File: src/rtl/cart_sdram_arbiter_if.sv
// SDRAM single-command port bundle between cart_sdram_arbiter and the SDRAM controller.
//   master (arbiter):  drives sdr_addr, sdr_din, sdr_we, sdr_rd; samples sdr_dout, sdr_ready
//   slave  (sdram):    samples the command signals; drives sdr_dout, sdr_ready
interface cart_sdram_arbiter_if #(
   parameter int AW = 25
);
   logic [AW-1:0] sdr_addr;
   logic [7:0]    sdr_din;
   logic          sdr_we;
   logic          sdr_rd;
   logic [7:0]    sdr_dout;
   logic          sdr_ready;

   modport master (
      output sdr_addr, sdr_din, sdr_we, sdr_rd,
      input  sdr_dout, sdr_ready
   );

   modport slave (
      input  sdr_addr, sdr_din, sdr_we, sdr_rd,
      output sdr_dout, sdr_ready
   );
endinterface

File: src/rtl/cart_sdram_arbiter.sv
// cart_sdram_arbiter
//   Shares the single-command SDRAM port between the HPS ROM download byte
//   stream (buffered in a small write FIFO) and console cartridge reads.
//   One SDRAM command is in flight at a time; read data returns on cart_d_o
//   with a one-cycle cart_valid_o strobe.
// Ports
//   clk_sys, reset      clock, synchronous active-high reset
//   dl_*_i / dl_full_o  download byte stream in, FIFO full back-pressure
//   cart_rd_i, cart_a_i cartridge read strobe and byte address
//   cart_d_o, cart_valid_o, cart_busy_o  read data, completion strobe, busy
//   err_timeout_o       sticky: FIFO overflow or command abort
//   sdr                 SDRAM command port (cart_sdram_arbiter_if.master)
// Optional build macro
//   READ_CACHE_EN       one-entry read cache answering repeat reads next cycle
//
// state      | meaning
// S_IDLE     | waiting for sdr_ready, then pick write or read by priority
// S_ISSUE_WR | sdr_we pulse with FIFO head, pop FIFO
// S_ISSUE_RD | sdr_rd pulse with pending read address
// S_WAIT_LO  | waiting for SDRAM to drop ready (command accepted)
// S_WAIT_HI  | waiting for SDRAM to raise ready (command complete)
module cart_sdram_arbiter #(
   parameter int AW         = 25,
   parameter int FIFO_DEPTH = 4,
   parameter int TIMEOUT    = 255
) (
   input  logic                   clk_sys,
   input  logic                   reset,
   input  logic                   dl_active_i,
   input  logic                   dl_wr_i,
   input  logic [AW-1:0]          dl_addr_i,
   input  logic [7:0]             dl_data_i,
   output logic                   dl_full_o,
   input  logic                   cart_rd_i,
   input  logic [19:0]            cart_a_i,
   output logic [7:0]             cart_d_o,
   output logic                   cart_valid_o,
   output logic                   cart_busy_o,
   output logic                   err_timeout_o,
   cart_sdram_arbiter_if.master   sdr
);
   localparam int PW = (FIFO_DEPTH < 2) ? 1 : $clog2(FIFO_DEPTH);
   localparam int CW = PW + 1;
   localparam int TW = (TIMEOUT < 2) ? 1 : $clog2(TIMEOUT + 1);

   typedef enum logic [2:0] {S_IDLE, S_ISSUE_WR, S_ISSUE_RD, S_WAIT_LO, S_WAIT_HI} state_t;

   state_t        state_q, state_d;
   logic [AW-1:0] fifo_addr_q [FIFO_DEPTH];
   logic [7:0]    fifo_data_q [FIFO_DEPTH];
   logic [PW-1:0] wr_ptr_q, rd_ptr_q;
   logic [CW-1:0] count_q;
   logic [19:0]   rd_addr_q;
   logic          rd_pend_q;
   logic          cur_rd_q, cur_rd_d;
   logic [TW-1:0] tmr_q, tmr_d;
   logic [AW-1:0] addr_q, addr_out;
   logic [7:0]    din_q, din_out;
   logic [7:0]    cart_d_q;
   logic          cart_valid_q;
   logic          err_q;
   logic          we_out, rd_out, done, abort;
   logic          full, empty, push, drop, pop, wr_sel, busy, hit;

   assign full  = (count_q == CW'(FIFO_DEPTH));
   assign empty = (count_q == '0);
   assign push  = dl_wr_i & ~full;
   assign drop  = dl_wr_i & full;
   assign pop   = (state_q == S_ISSUE_WR);
   // During a download the FIFO wins; otherwise a pending read wins.
   assign wr_sel = ~empty & (dl_active_i | ~rd_pend_q);
   assign busy   = rd_pend_q | (cur_rd_q & (state_q != S_IDLE));

   always_comb begin
      state_d  = state_q;
      cur_rd_d = cur_rd_q;
      tmr_d    = tmr_q;
      addr_out = addr_q;
      din_out  = din_q;
      we_out   = 1'b0;
      rd_out   = 1'b0;
      done     = 1'b0;
      abort    = 1'b0;
      case (state_q)
         S_IDLE: begin
            if (sdr.sdr_ready) begin
               if (wr_sel) begin
                  state_d  = S_ISSUE_WR;
                  cur_rd_d = 1'b0;
               end else if (rd_pend_q) begin
                  state_d  = S_ISSUE_RD;
                  cur_rd_d = 1'b1;
               end
            end
         end
         S_ISSUE_WR: begin
            we_out   = 1'b1;
            addr_out = fifo_addr_q[rd_ptr_q];
            din_out  = fifo_data_q[rd_ptr_q];
            tmr_d    = TW'(TIMEOUT);
            state_d  = S_WAIT_LO;
         end
         S_ISSUE_RD: begin
            rd_out   = 1'b1;
            addr_out = AW'(rd_addr_q);
            tmr_d    = TW'(TIMEOUT);
            state_d  = S_WAIT_LO;
         end
         S_WAIT_LO: begin
            if (tmr_q == '0) begin
               abort   = 1'b1;
               state_d = S_IDLE;
            end else begin
               tmr_d = tmr_q - 1'b1;
               if (!sdr.sdr_ready) state_d = S_WAIT_HI;
            end
         end
         S_WAIT_HI: begin
            if (sdr.sdr_ready) begin
               done    = 1'b1;
               state_d = S_IDLE;
            end else if (tmr_q == '0) begin
               abort   = 1'b1;
               state_d = S_IDLE;
            end else begin
               tmr_d = tmr_q - 1'b1;
            end
         end
         default: state_d = S_IDLE;
      endcase
   end

`ifdef READ_CACHE_EN
   logic [19:0] tag_q;
   logic        tag_v_q;
   logic [7:0]  cache_data_q;

   // Only answer from the cache when no read is queued or in flight, so a
   // hit can never collide with an SDRAM completion.
   assign hit = cart_rd_i & tag_v_q & (tag_q == cart_a_i) & ~busy;

   always_ff @(posedge clk_sys) begin
      if (reset) begin
         tag_q        <= '0;
         tag_v_q      <= 1'b0;
         cache_data_q <= '0;
      end else if (push) begin
         tag_v_q <= 1'b0;
      end else if (done && cur_rd_q) begin
         tag_q        <= addr_q[19:0];
         tag_v_q      <= 1'b1;
         cache_data_q <= sdr.sdr_dout;
      end
   end
`else
   assign hit = 1'b0;
`endif

   always_ff @(posedge clk_sys) begin
      if (push) begin
         fifo_addr_q[wr_ptr_q] <= dl_addr_i;
         fifo_data_q[wr_ptr_q] <= dl_data_i;
      end
   end

   always_ff @(posedge clk_sys) begin
      if (reset) begin
         state_q      <= S_IDLE;
         wr_ptr_q     <= '0;
         rd_ptr_q     <= '0;
         count_q      <= '0;
         rd_addr_q    <= '0;
         rd_pend_q    <= 1'b0;
         cur_rd_q     <= 1'b0;
         tmr_q        <= '0;
         addr_q       <= '0;
         din_q        <= '0;
         cart_d_q     <= '0;
         cart_valid_q <= 1'b0;
         err_q        <= 1'b0;
      end else begin
         state_q  <= state_d;
         cur_rd_q <= cur_rd_d;
         tmr_q    <= tmr_d;
         addr_q   <= addr_out;
         din_q    <= din_out;
         if (push) wr_ptr_q <= wr_ptr_q + 1'b1;
         if (pop)  rd_ptr_q <= rd_ptr_q + 1'b1;
         case ({push, pop})
            2'b10:   count_q <= count_q + 1'b1;
            2'b01:   count_q <= count_q - 1'b1;
            default: count_q <= count_q;
         endcase
         // A new request always takes the latest address; if the previous
         // read is already on the bus this queues one reissue.
         if (cart_rd_i && !hit) begin
            rd_addr_q <= cart_a_i;
            rd_pend_q <= 1'b1;
         end else if (state_q == S_ISSUE_RD) begin
            rd_pend_q <= 1'b0;
         end
         cart_valid_q <= (done & cur_rd_q) | hit;
         if (done && cur_rd_q) cart_d_q <= sdr.sdr_dout;
`ifdef READ_CACHE_EN
         else if (hit) cart_d_q <= cache_data_q;
`endif
         err_q <= err_q | drop | abort;
      end
   end

   assign dl_full_o     = full;
   assign cart_d_o      = cart_d_q;
   assign cart_valid_o  = cart_valid_q;
   assign cart_busy_o   = busy;
   assign err_timeout_o = err_q;
   assign sdr.sdr_addr  = addr_out;
   assign sdr.sdr_din   = din_out;
   assign sdr.sdr_we    = we_out;
   assign sdr.sdr_rd    = rd_out;
endmodule

File: src/flat_wrapper.sv
// flat-port wrapper written by rule: the top's interface ports become plain ports
module cart_sdram_arbiter_flat 
#(
   parameter int AW         = 25,
   parameter int FIFO_DEPTH = 4,
   parameter int TIMEOUT    = 255
)
  (clk_sys, reset, dl_active_i, dl_wr_i, dl_addr_i, dl_data_i, dl_full_o, cart_rd_i, cart_a_i, cart_d_o, cart_valid_o, cart_busy_o, err_timeout_o, sdr_sdr_addr, sdr_sdr_din, sdr_sdr_we, sdr_sdr_rd, sdr_sdr_dout, sdr_sdr_ready);
  cart_sdram_arbiter_if #(.AW(AW)) sdr_i ();
  input  logic clk_sys;
  input  logic reset;
  input  logic dl_active_i;
  input  logic dl_wr_i;
  input  logic [AW-1:0] dl_addr_i;
  input  logic [7:0] dl_data_i;
  output logic dl_full_o;
  input  logic cart_rd_i;
  input  logic [19:0] cart_a_i;
  output logic [7:0] cart_d_o;
  output logic cart_valid_o;
  output logic cart_busy_o;
  output logic err_timeout_o;
  output wire logic [$bits(sdr_i.sdr_addr)-1:0] sdr_sdr_addr;
  output wire logic [$bits(sdr_i.sdr_din)-1:0] sdr_sdr_din;
  output wire logic [$bits(sdr_i.sdr_we)-1:0] sdr_sdr_we;
  output wire logic [$bits(sdr_i.sdr_rd)-1:0] sdr_sdr_rd;
  input wire logic [$bits(sdr_i.sdr_dout)-1:0] sdr_sdr_dout;
  input wire logic [$bits(sdr_i.sdr_ready)-1:0] sdr_sdr_ready;
  assign sdr_sdr_addr = sdr_i.sdr_addr;
  assign sdr_sdr_din = sdr_i.sdr_din;
  assign sdr_sdr_we = sdr_i.sdr_we;
  assign sdr_sdr_rd = sdr_i.sdr_rd;
  assign sdr_i.sdr_dout = sdr_sdr_dout;
  assign sdr_i.sdr_ready = sdr_sdr_ready;
  cart_sdram_arbiter #(.AW(AW), .FIFO_DEPTH(FIFO_DEPTH), .TIMEOUT(TIMEOUT)) u_core (.clk_sys(clk_sys), .reset(reset), .dl_active_i(dl_active_i), .dl_wr_i(dl_wr_i), .dl_addr_i(dl_addr_i), .dl_data_i(dl_data_i), .dl_full_o(dl_full_o), .cart_rd_i(cart_rd_i), .cart_a_i(cart_a_i), .cart_d_o(cart_d_o), .cart_valid_o(cart_valid_o), .cart_busy_o(cart_busy_o), .err_timeout_o(err_timeout_o), .sdr(sdr_i));
endmodule
File: config.mk
export PLATFORM = sky130hd
export DESIGN_NAME = cart_sdram_arbiter_flat
export DESIGN_NICKNAME = d
export VERILOG_FILES = /design/src/rtl/cart_sdram_arbiter_if.sv /design/src/rtl/cart_sdram_arbiter.sv /design/src/flat_wrapper.sv
export SDC_FILE = /design/constraint.sdc
export NUM_CORES = 1
export LEC_CHECK = 0
export BUFFER_PORTS_ARGS = -buffer_cell sky130_fd_sc_hd__buf_2
export CORE_MARGIN = 3
export CORE_UTILIZATION = 40
export DETAILED_ROUTE_END_ITERATION = 8
export GPL_TIMING_DRIVEN = 0
export PLACE_DENSITY = 0.6
export SLEW_MARGIN = 5
export SYNTH_ARGS = -nofsm -noshare
export SYNTH_HDL_FRONTEND = slang
export SYNTH_SLANG_ARGS = --single-unit
File: constraint.sdc
create_clock -name clk_sys -period 6.15 [get_ports clk_sys]
set_clock_uncertainty 0.1 [all_clocks]
set_input_delay 0.3075 -clock clk_sys [delete_from_list [all_inputs] [get_ports clk_sys]]
set_output_delay 0.3075 -clock clk_sys [all_outputs]
set_load 0.05 [all_outputs]
==> results.sh, run 1 <==
export IMPL_crit_top_cell="buf_2"
export IMPL_worst_pin_slew_ns=0.8933
export IMPL_syn_nets=619
export IMPL_period_share_pct=51.65
export IMPL_diodes=0
export IMPL_drive_gt1_share_pct=28.31
export IMPL_post_cts_buffers=0
export IMPL_r2r_setup_slack_ns=3.25
export IMPL_worst_setup_path_end_kind="output pin"
export IMPL_synth_most_common_cell="edfxtp_1"
export IMPL_slowest_delay_ns=0.58
export IMPL_synth_seq_area_share_pct=67.29
export IMPL_grt_use_total_pct=16.48
export IMPL_swShare_pct=33.03
export IMPL_cts_hold_buf=63
export IMPL_startpoint_type="register"
export IMPL_path_class="reg -> out"
export IMPL_finalWirelength_mm=18.66
export IMPL_synth_edf_count=132
export IMPL_drt_pass1_iter_count=4
export IMPL_grt_pass1_vias=5464
export IMPL_p_switching_mw=1.450
export IMPL_row_count=52
export IMPL_yosysTopAreaCell="edfxtp_1"
export IMPL_hold_depth=3
export IMPL_dieArea_um2=22830
export IMPL_path_cells="buf_2 -> nor3b_2 -> nor2_2 -> clkbuf_1 -> a221o_1 -> buf_2"
export IMPL_io_buffers=111
export IMPL_ant_nets=0
export IMPL_syn_area_um2=8419
export IMPL_crit_required_ns=5.74
export IMPL_min_to="u_core.rd_addr_q[19]"
export IMPL_hold_viol=0
export IMPL_tns_ns=0
export IMPL_yosysTopAreaCellShare_pct=47.08
export IMPL_drtIter0Drc=390
export IMPL_relSlewSlack_pct=40.44
export IMPL_numCtsBuffers=22
export IMPL_whs_ns=0.06727
export IMPL_combPwrFrac_pct=30.6
export IMPL_rsz0062_at_grt="false"
export IMPL_gp_congestion=0.7746
export IMPL_p_leak_nw=4.138
export IMPL_synth_seq_cells=217
export IMPL_worstHoldStart="cart_rd_i"
export IMPL_pwr_share_seq_pct=40.7
export IMPL_status="finished, final reports clean"
export IMPL_slowest_stage="clkbuf_1"
export IMPL_syn_area_per_cell_um2=15.45
export IMPL_ctsHtreeMaxLevel=1
export IMPL_cts_root_buf="clkbuf_16"
export IMPL_grt_pass1_wl_mm=29.21
export IMPL_clock_fmax_mhz=314.8
export IMPL_die_w_um=151.1
export IMPL_worst_endpoint_arrival_ns=2.77
export IMPL_area_growth_pct=27.61
export IMPL_clock_sinks=217
export IMPL_r2r_cells=10
export IMPL_clkLatencyLatePin_ns=0.50
export IMPL_path_max_fanout=10
export IMPL_coreArea_um2=20430
export IMPL_synth_commonest_cells="edfxtp_1 (132), dfxtp_1 (85), nor2_1 (52)"
export IMPL_synth_flop_cell="edfxtp_1"
export IMPL_reg2reg_from="u_core.state_q[2]"
export IMPL_clk_path_buf_depth=3
export IMPL_yosysWarnings=0
export IMPL_peakVddDrop_mv=0.2096
export IMPL_routedWlPerCell_um=18.06
export IMPL_power_density_nw_per_um2=408.6
export IMPL_cap_viol_max_count=0
export IMPL_r2r_end="u_core.count_q[2]"
export IMPL_vias=5222
export IMPL_die_y_um=151.1
export IMPL_worstHoldPathType="in -> reg"
export IMPL_nNetsFinal=821
export IMPL_cts_tree="done"
export IMPL_clkPwrFrac_pct=28.7
export IMPL_drc=0
export IMPL_synth_cell_types=48
export IMPL_antenna_found_initial=0
export IMPL_io_pins=114
export IMPL_start_util_pct=41.21
export IMPL_synthArstFlopShare_pct=0
export IMPL_dp_hpwl_mm=12.49
export IMPL_drv_slew=0
export IMPL_globalRoute_totalOverflow=0
export IMPL_cts_resized_gates=0
export IMPL_p_int_mw=2.940
export IMPL_vias_per_cell=5.055
export IMPL_min_period_ns=3.176
export IMPL_cts_clk_slew_worst_paths_ns=0.06
export IMPL_setup_viol=0
export IMPL_grt_max_degree=19
export IMPL_synth_area_leaders="edfxtp_1 (47%), dfxtp_1 (20%), mux4_2 (8.8%)"
export IMPL_syn_inst=545
metrics by stage:
stage | utilization (%) | cells | setup slack (ns) | power (mW) | area, µm²
2_1_floorplan | - | 545 | 2.837 | 2.792 | 8419
3_3_place_gp | 45.58 | 926 | 3.128 | 3.084 | 9313
3_5_place_dp | 46.15 | 930 | 3.267 | 3.139 | 9428
4_1_cts | 52.59 | 1033 | 2.922 | 4.440 | 10740
5_1_grt | 52.59 | 1033 | 2.833 | 4.598 | 10740
6_report | 52.59 | 1033 | 2.974 | 4.391 | 10740
layer usage:
layer	track usage (%)	vias to the layer above	part of all wire [%]
met5	0	-	0
met4	4.624	0	2.1
met3	2.184	31	5.0
met2	28.69	132	49
met1	21.72	2596	44
li1	-	2463	-
final cells by class:
cell class | instances | area, µm²
flip-flops and latches | 217 | 5665
multi-input cells | 284 | 2542
clock inverters | 14 | 98.84
fillers | 1750 | 9686
well taps | 270 | 337.8
clock buffers | 26 | 586.8
plain buffers | 35 | 182.7
inverters | 9 | 33.78
repair buffers | 178 | 1296
worst max-delay path by stage:
stage,start,endpoint,slack (ns)
3_3_place_gp,u_core.count_q[0],u_core.fifo_addr_q[3][18],3.13
6_report,u_core.state_q[1],sdr_sdr_addr[17],2.97
4_1_cts,u_core.state_q[1],sdr_sdr_addr[17],2.92
3_5_place_dp,u_core.state_q[2],u_core.count_q[2],3.27
5_1_grt,register,sdr_sdr_addr[3],2.83
2_1_floorplan,u_core.count_q[2],u_core.count_q[2],2.84
cells by family (layout without fill, tap and decap cells):
family,after synthesis,in the layout,synth area share [%]
fa+ha+maj,7,7,1.129
xor+xnor,5,5,0.5202
buf+inv,44,262,2.571
compound gates,54,54,5.558
mux,71,71,13.48
flops,217,217,67.29
simple gates,147,147,9.452
worst max-delay path, delay by kind of cell, from the launching register on:
family | cells | cell delay [ns]
flops | 1 | 0.30
simple gates | 2 | 0.65
buf+inv | 3 | 1.02
compound gates | 1 | 0.31
layout by cell type (no fill, tap or decap), types with 9 or more instances in the layout:
master           n
a221o_1         20
and2_1          21
buf_2          116
clkbuf_1        22
clkbuf_16       23
clkinv_2         9
dfxtp_1         85
dlygate4sd3_1   63
edfxtp_1       132
inv_1            9
mux2_2           9
mux2i_1         29
mux4_2          33
nor2_1          52
nor2b_1         34
sequential cells by signal, indices dropped and copies added, names as in the netlist, named ones only:
register,count
u_core.rd_ptr_q,2
u_core.rd_pend_q,1
u_core.rd_addr_q,20
u_core.fifo_data_q,32
u_core.tmr_q,8
u_core.count_q,3
u_core.cur_rd_q,1
u_core.state_q,3
u_core.wr_ptr_q,2
u_core.din_q,8
u_core.cart_d_o,8
u_core.err_timeout_o,1
u_core.fifo_addr_q,100
u_core.cart_valid_o,1
u_core.addr_q,25
power groups by stage:
stage | clock (mW) | combinational, mW | sequential [mW]
after global routing | 1.34 | 1.45 | 1.80
after detailed placement | 0 | 1.32 | 1.82
after global placement | 0 | 1.27 | 1.81
final | 1.26 | 1.34 | 1.79
after CTS | 1.29 | 1.36 | 1.79
after floorplan | 0 | 0.989 | 1.80
Power figures use the tool's default switching activity.
==> run 2, diff against run 1 <==
--- a/config.mk
+++ b/config.mk
@@ -5,6 +5,7 @@
 export SDC_FILE = /design/constraint.sdc
 export NUM_CORES = 1
 export LEC_CHECK = 0
+export ABC_AREA = 1
 export BUFFER_PORTS_ARGS = -buffer_cell sky130_fd_sc_hd__buf_2
 export CORE_MARGIN = 3
 export CORE_UTILIZATION = 40
==> constraint.sdc (replaced) <==
create_clock -name clk_sys -period 3.09 [get_ports clk_sys]
set_clock_uncertainty 0.1 [all_clocks]
set_input_delay 0.1545 -clock clk_sys [delete_from_list [all_inputs] [get_ports clk_sys]]
set_output_delay 0.1545 -clock clk_sys [all_outputs]
set_load 0.05 [all_outputs]
==> results.sh, run 2 <==
export IMPL_status="finished, final reports clean"
export IMPL_synth_mux_area_share_pct=0
export IMPL_cts_clk_slew_worst_paths_ns=0.06
export IMPL_vias=6695
export IMPL_synth_commonest_cells="nand2_1 (212), edfxtp_1 (132), nand3_1 (97)"
export IMPL_yosysWarnings=0
export IMPL_synth_edf_count=132
export IMPL_largest_reg_flops=100
export IMPL_path_class="reg -> out"
export IMPL_drtIter0Drc=438
export IMPL_drv_slew=0
export IMPL_routedWlPerCell_um=15.93
export IMPL_drive_gt1_share_pct=21.57
export IMPL_final_common_cell="nand2_1"
export IMPL_worst_pin_slew_ns=0.7335
export IMPL_clock_fmax_mhz=383.6
export IMPL_finalWirelength_mm=21.82
export IMPL_antenna_found_initial=1
export IMPL_globalRoute_totalOverflow=0
export IMPL_synthArstFlopShare_pct=0
export IMPL_grt_pass1_wl_mm=34.27
export IMPL_peakVddDrop_mv=0.5988
export IMPL_ant_nets=0
export IMPL_synth_simple_area_share_pct=21.82
export IMPL_grt_use_total_pct=17.92
export IMPL_io_buffers=112
export IMPL_grt_pass1_vias=6477
export IMPL_synth_cell_types=32
export IMPL_dieArea_um2=24040
export IMPL_startpoint_type="register"
export IMPL_cts_tree="done"
export IMPL_ctsHtreeMaxLevel=1
export IMPL_tns_ns=0
export IMPL_period_share_pct=84.36
export IMPL_yosysTopAreaCell="edfxtp_1"
export IMPL_crit_required_ns=2.84
export IMPL_slowest_delay_ns=0.46
export IMPL_fin_util_pct=53.23
export IMPL_top_register="u_core.fifo_addr_q"
export IMPL_largestRegisters="u_core.fifo_addr_q x100, u_core.fifo_data_q x32, u_core.addr_q x25"
export IMPL_clock_sinks=217
export IMPL_clkLatencyLatePin_ns=0.51
export IMPL_synth_seq_cells=217
export IMPL_worst_setup_path_end_kind="output pin"
export IMPL_setup_viol=0
export IMPL_path_max_fanout=10
export IMPL_grt_max_degree=25
export IMPL_slowest_stage="clkbuf_1"
export IMPL_syn_area_um2=8886
export IMPL_synth_top_family_by_area="simple AND/OR/NAND/NOR gates"
export IMPL_syn_inst=866
export IMPL_final_cell_mix="nand2_1 (212), edfxtp_1 (132), buf_2 (130)"
export IMPL_start_util_pct=41.49
export IMPL_die_y_um=155.0
export IMPL_drc=0
export IMPL_synth_area_leaders="edfxtp_1 (45%), dfxtp_1 (19%), nand2_1 (9.0%)"
export IMPL_worst_endpoint_arrival_ns=2.35
export IMPL_cap_viol_max_count=0
export IMPL_die_w_um=155.0
export IMPL_nNetsFinal=1149
export IMPL_syn_area_per_cell_um2=10.26
export IMPL_cts_root_buf="clkbuf_16"
export IMPL_gp_congestion=0.8056
export IMPL_path_cells="buf_2 -> inv_1 -> clkbuf_1 -> nand3_1 -> nand3_2 -> nand3_1 -> buf_2"
export IMPL_fin_total_pwr_mw=10.45
export IMPL_fillers=1879
export IMPL_hold_viol=0
export IMPL_min_period_ns=2.607
export IMPL_p_leak_nw=4.586
export IMPL_numCtsBuffers=25
export IMPL_synth_compound_area_share_pct=8.293
export IMPL_power_density_nw_per_um2=916.3
export IMPL_relSlewSlack_pct=51.10
export IMPL_rsz0062_at_grt="false"
export IMPL_cts_resized_gates=0
export IMPL_synth_seq_area_share_pct=63.76
export IMPL_yosysTopAreaCellShare_pct=44.61
export IMPL_synth_flop_cell="edfxtp_1"
export IMPL_io_pins=114
export IMPL_coreArea_um2=21420
export IMPL_drt_pass1_iter_count=5
export IMPL_row_count=53
export IMPL_vias_per_cell=4.887
export IMPL_dp_hpwl_mm=14.71
export IMPL_area_growth_pct=28.30
export IMPL_syn_nets=940
export IMPL_synthXorXnorAreaFrac_pct=0.09856
export IMPL_worstHoldPathType="in -> reg"
export IMPL_synth_fa_ha_area_share_pct=1.070
export IMPL_clk_path_buf_depth=3
export IMPL_synth_most_common_cell="nand2_1"
export IMPL_placement_cell_area_um2=9916
export IMPL_fin_area_um2=11400
[run 2: cell count changes after synthesis, sizes merged, moves of 33 or more]
cell,previous run,this run
nor2,53,89
nand3,0,119
o21ai,2,53
mux4,33,0
inv,9,44
nand2,8,217
nor2b,34,0
[run 2: per-stage QoR]
stage	cells	hold WS (ns)	worst slack (ns)
2_1_floorplan	866	0.1534	0.5076
3_3_place_gp	1253	0.2700	-0.7593
3_5_place_dp	1257	0.2700	0.8280
4_1_cts	1369	0.04396	0.4562
5_1_grt	1370	0.1783	0.3616
6_report	1370	0.06576	0.4832
[run 2: metal layers]
layer / vias to the layer above / part of all wire (%) / global-route usage [%]
li1: 3386 / - / -
met2: 141 / 48 / 30.28
met3: 34 / 5.0 / 2.976
met4: 0 / 1.9 / 4.836
met5: - / 0 / 0
met1: 3134 / 45 / 24.05
[run 2: cells by family after synthesis]
kind of cell,Yosys count
fa+ha+maj,7
flops,217
simple gates,433
buf+inv,89
compound gates,119
xor+xnor,1
[run 2: report_power, final]
group          internal, mW  total [mW]  switching, mW
sequential             3.46        3.63          0.166
clock                  1.81        2.94           1.13
combinational          1.13        3.88           2.74
[run 2: final cells by class]
type | count | area [µm²] | share of cell area, %
multi-input combinational | 560 | 2810 | 24.65
inverter | 46 | 186.4 | 1.635
clock inverter | 9 | 121.4 | 1.065
antenna | 1 | 2.502 | 0.02195
buffer | 43 | 254.0 | 2.228
tap | 275 | 344.1 | 3.018
timing repair buffer | 182 | 1316 | 11.55
clock buffer | 37 | 700.7 | 6.146
sequential | 217 | 5665 | 49.69
[run 2: path summary, 6_finish.rpt]
| kind | endpoint | startpoint | cells past startpoint | slack [ns] |
|---|---|---|---|---|
| min reg2reg | u_core.cart_d_o[2] | u_core.cart_d_o[2] | 2 | 0.34 |
| max | sdr_sdr_addr[17] | register | 7 | 0.48 |
| max reg2reg | u_core.count_q[2] | u_core.count_q[0] | 11 | 0.83 |
| min | u_core.state_q[0] | dl_active_i | 7 | 0.07 |
[run 2: repair_timing]
action / CTS / global route
setup buffers: 0 / 0
endpoints found under the setup margin: 0 / 0
endpoints found under the hold margin: 167 / 0
hold buffers: 66 / 0
[run 2: worst max-delay path: cells and delay by family, from the launching register on]
family	cells	cell delay (ns)
buffers and inverters	4	1.08
and+or+nand+nor	3	0.44
DFF	1	0.30
==> run 3, diff against run 2 <==
==> constraint.sdc (replaced) <==
create_clock -name clk_sys -period 2.6 [get_ports clk_sys]
set_clock_uncertainty 0.1 [all_clocks]
set_input_delay 0.13 -clock clk_sys [delete_from_list [all_inputs] [get_ports clk_sys]]
set_output_delay 0.13 -clock clk_sys [all_outputs]
set_load 0.05 [all_outputs]
==> results.sh, run 3 (same netlist as run 2, synthesis figures left out) <==
export IMPL_r2r_cells=11
export IMPL_startpoint_type="register"
export IMPL_rsz0062_at_grt="false"
export IMPL_path_class="reg -> out"
export IMPL_clock_sinks=217
export IMPL_slowest_stage="clkbuf_1"
export IMPL_vias=6676
export IMPL_coreArea_um2=21420
export IMPL_status="finished, final reports clean"
export IMPL_start_util_pct=41.49
export IMPL_cts_root_buf="clkbuf_16"
export IMPL_period_share_pct=95.10
export IMPL_r2r_setup_slack_ns=0.35
export IMPL_io_buffers=112
export IMPL_numCtsBuffers=25
export IMPL_setup_viol=0
export IMPL_cts_clk_slew_worst_paths_ns=0.06
export IMPL_worstHoldPathType="in -> reg"
export IMPL_die_y_um=155.0
export IMPL_grt_pass1_vias=6477
export IMPL_min_to="u_core.state_q[0]"
export IMPL_p_leak_nw=4.596
export IMPL_largestRegisters="u_core.fifo_addr_q x100, u_core.fifo_data_q x32, u_core.addr_q x25"
export IMPL_hold_viol=0
export IMPL_worst_pin_slew_ns=0.7317
export IMPL_io_pins=114
export IMPL_worstHoldStart="dl_active_i"
export IMPL_worst_setup_path_end_kind="output pin"
export IMPL_finalWirelength_mm=21.75
export IMPL_power_density_nw_per_um2=1089
export IMPL_clock_fmax_mhz=404.4
export IMPL_peakVddDrop_mv=0.7118
export IMPL_area_growth_pct=28.37
export IMPL_ctsHtreeMaxLevel=1
export IMPL_cts_tree="done"
export IMPL_drc=0
export IMPL_worst_endpoint_arrival_ns=2.24
export IMPL_fin_total_pwr_mw=12.42
export IMPL_crit_family="buffers and inverters"
export IMPL_clkLatencyLatePin_ns=0.51
export IMPL_dp_hpwl_mm=14.71
export IMPL_post_cts_buffers=0
export IMPL_vias_per_cell=4.873
export IMPL_top_register="u_core.fifo_addr_q"
export IMPL_min_period_ns=2.473
export IMPL_globalRoute_totalOverflow=0
export IMPL_grt_pass1_wl_mm=34.27
export IMPL_fin_area_um2=11410
export IMPL_drv_slew=0
export IMPL_cp_buffers_inverters=3
export IMPL_path_cells="buf_2 -> clkbuf_1 -> nand3_1 -> nand3_2 -> nand3_1 -> buf_2"
export IMPL_path_max_fanout=10
export IMPL_row_count=53
export IMPL_clk_path_buf_depth=3
export IMPL_ant_nets=0
export IMPL_final_cell_mix="nand2_1 (212), edfxtp_1 (132), buf_2 (129)"
export IMPL_slowest_delay_ns=0.49
export IMPL_nNetsFinal=1149
export IMPL_reg2reg_from="u_core.count_q[0]"
export IMPL_crit_required_ns=2.37
export IMPL_cap_viol_max_count=0
export IMPL_r2r_end="u_core.count_q[2]"
export IMPL_drtIter0Drc=396
export IMPL_largest_reg_flops=100
export IMPL_antenna_found_initial=1
export IMPL_drive_gt1_share_pct=21.85
export IMPL_gp_congestion=0.8056
export IMPL_drt_pass1_iter_count=5
export IMPL_die_w_um=155.0
export IMPL_grt_use_total_pct=17.92
export IMPL_routedWlPerCell_um=15.88
export IMPL_dieArea_um2=24040
export IMPL_relSlewSlack_pct=51.22
export IMPL_grt_max_degree=25
export IMPL_hold_depth=7
export IMPL_placement_cell_area_um2=9916
export IMPL_final_common_cell="nand2_1"
## run 3: cell count changes in the layout (fill, tap and decap cells not counted), sizes merged
cell	before	now
buf	143	142
clkbuf	53	54
## run 3: timing repair
| action | CTS | global route |
|---|---|---|
| resized for setup | 1 | 5 |
| pin swaps | 0 | 0 |
| hold buffers | 66 | 0 |
| endpoints found under the setup margin | 2 | 12 |
| hold endpoints to repair | 167 | 0 |
## run 3: report_power, final
part / total, mW / switching [mW] / internal [mW]
logic: 4.61 / 3.26 / 1.35
clock network: 3.50 / 1.34 / 2.16
registers: 4.31 / 0.197 / 4.12
total: 12.4 / 4.80 / 7.62
## run 3: routing by layer
metal | up-vias | wire length [µm] | GRT usage [%]
li1 | 3385 | - | -
met1 | 3117 | 9789 | 24.05
met2 | 142 | 10520 | 30.28
met3 | 32 | 1024 | 2.976
met4 | 0 | 411 | 4.836
met5 | - | 0 | 0
## run 3: final cells by class
cell class,count,area (µm²)
diodes,1,2.502
flip-flops and latches,217,5665
fillers,1883,10010
repair buffers,182,1316
plain buffers,43,260.3
multi-input cells,560,2810
inverters,46,186.4
clock buffers,37,700.7
well taps,275,344.1
clock inverters,9,121.4
## run 3: worst max path at each step
stage | from | to | slack [ns] | depth (start not counted)
6_report | register | sdr_sdr_addr[16] | 0.13 | 6
3_5_place_dp | u_core.count_q[0] | u_core.count_q[2] | 0.34 | 11
2_1_floorplan | u_core.count_q[1] | u_core.fifo_addr_q[0][0] | 0.02 | 4
5_1_grt | register | sdr_sdr_addr[1] | 0.01 | 8
4_1_cts | register | sdr_sdr_addr[12] | 0.03 | 7
3_3_place_gp | u_core.count_q[1] | u_core.fifo_addr_q[3][9] | -1.25 | 4
## run 3: per-stage QoR
step	std cells	setup WS, ns	TNS (ns)	hold WS [ns]	util [%]
finish	1370	0.1274	0	0.04248	53.26
CTS	1369	0.02613	0	0.01946	53.22
global route	1370	0.01441	0	0.1538	53.26
detailed placement	1257	0.3380	0	0.2455	46.29
global placement	1253	-1.249	-158.70	0.2455	45.71
floorplan	866	0.01762	0	0.1289	-
## run 3: worst min-delay path: cells and delay by family
kind            cells  cell delay [ns]
simple gates        4             0.26
compound gates      1             0.11
buf+inv             2             0.12
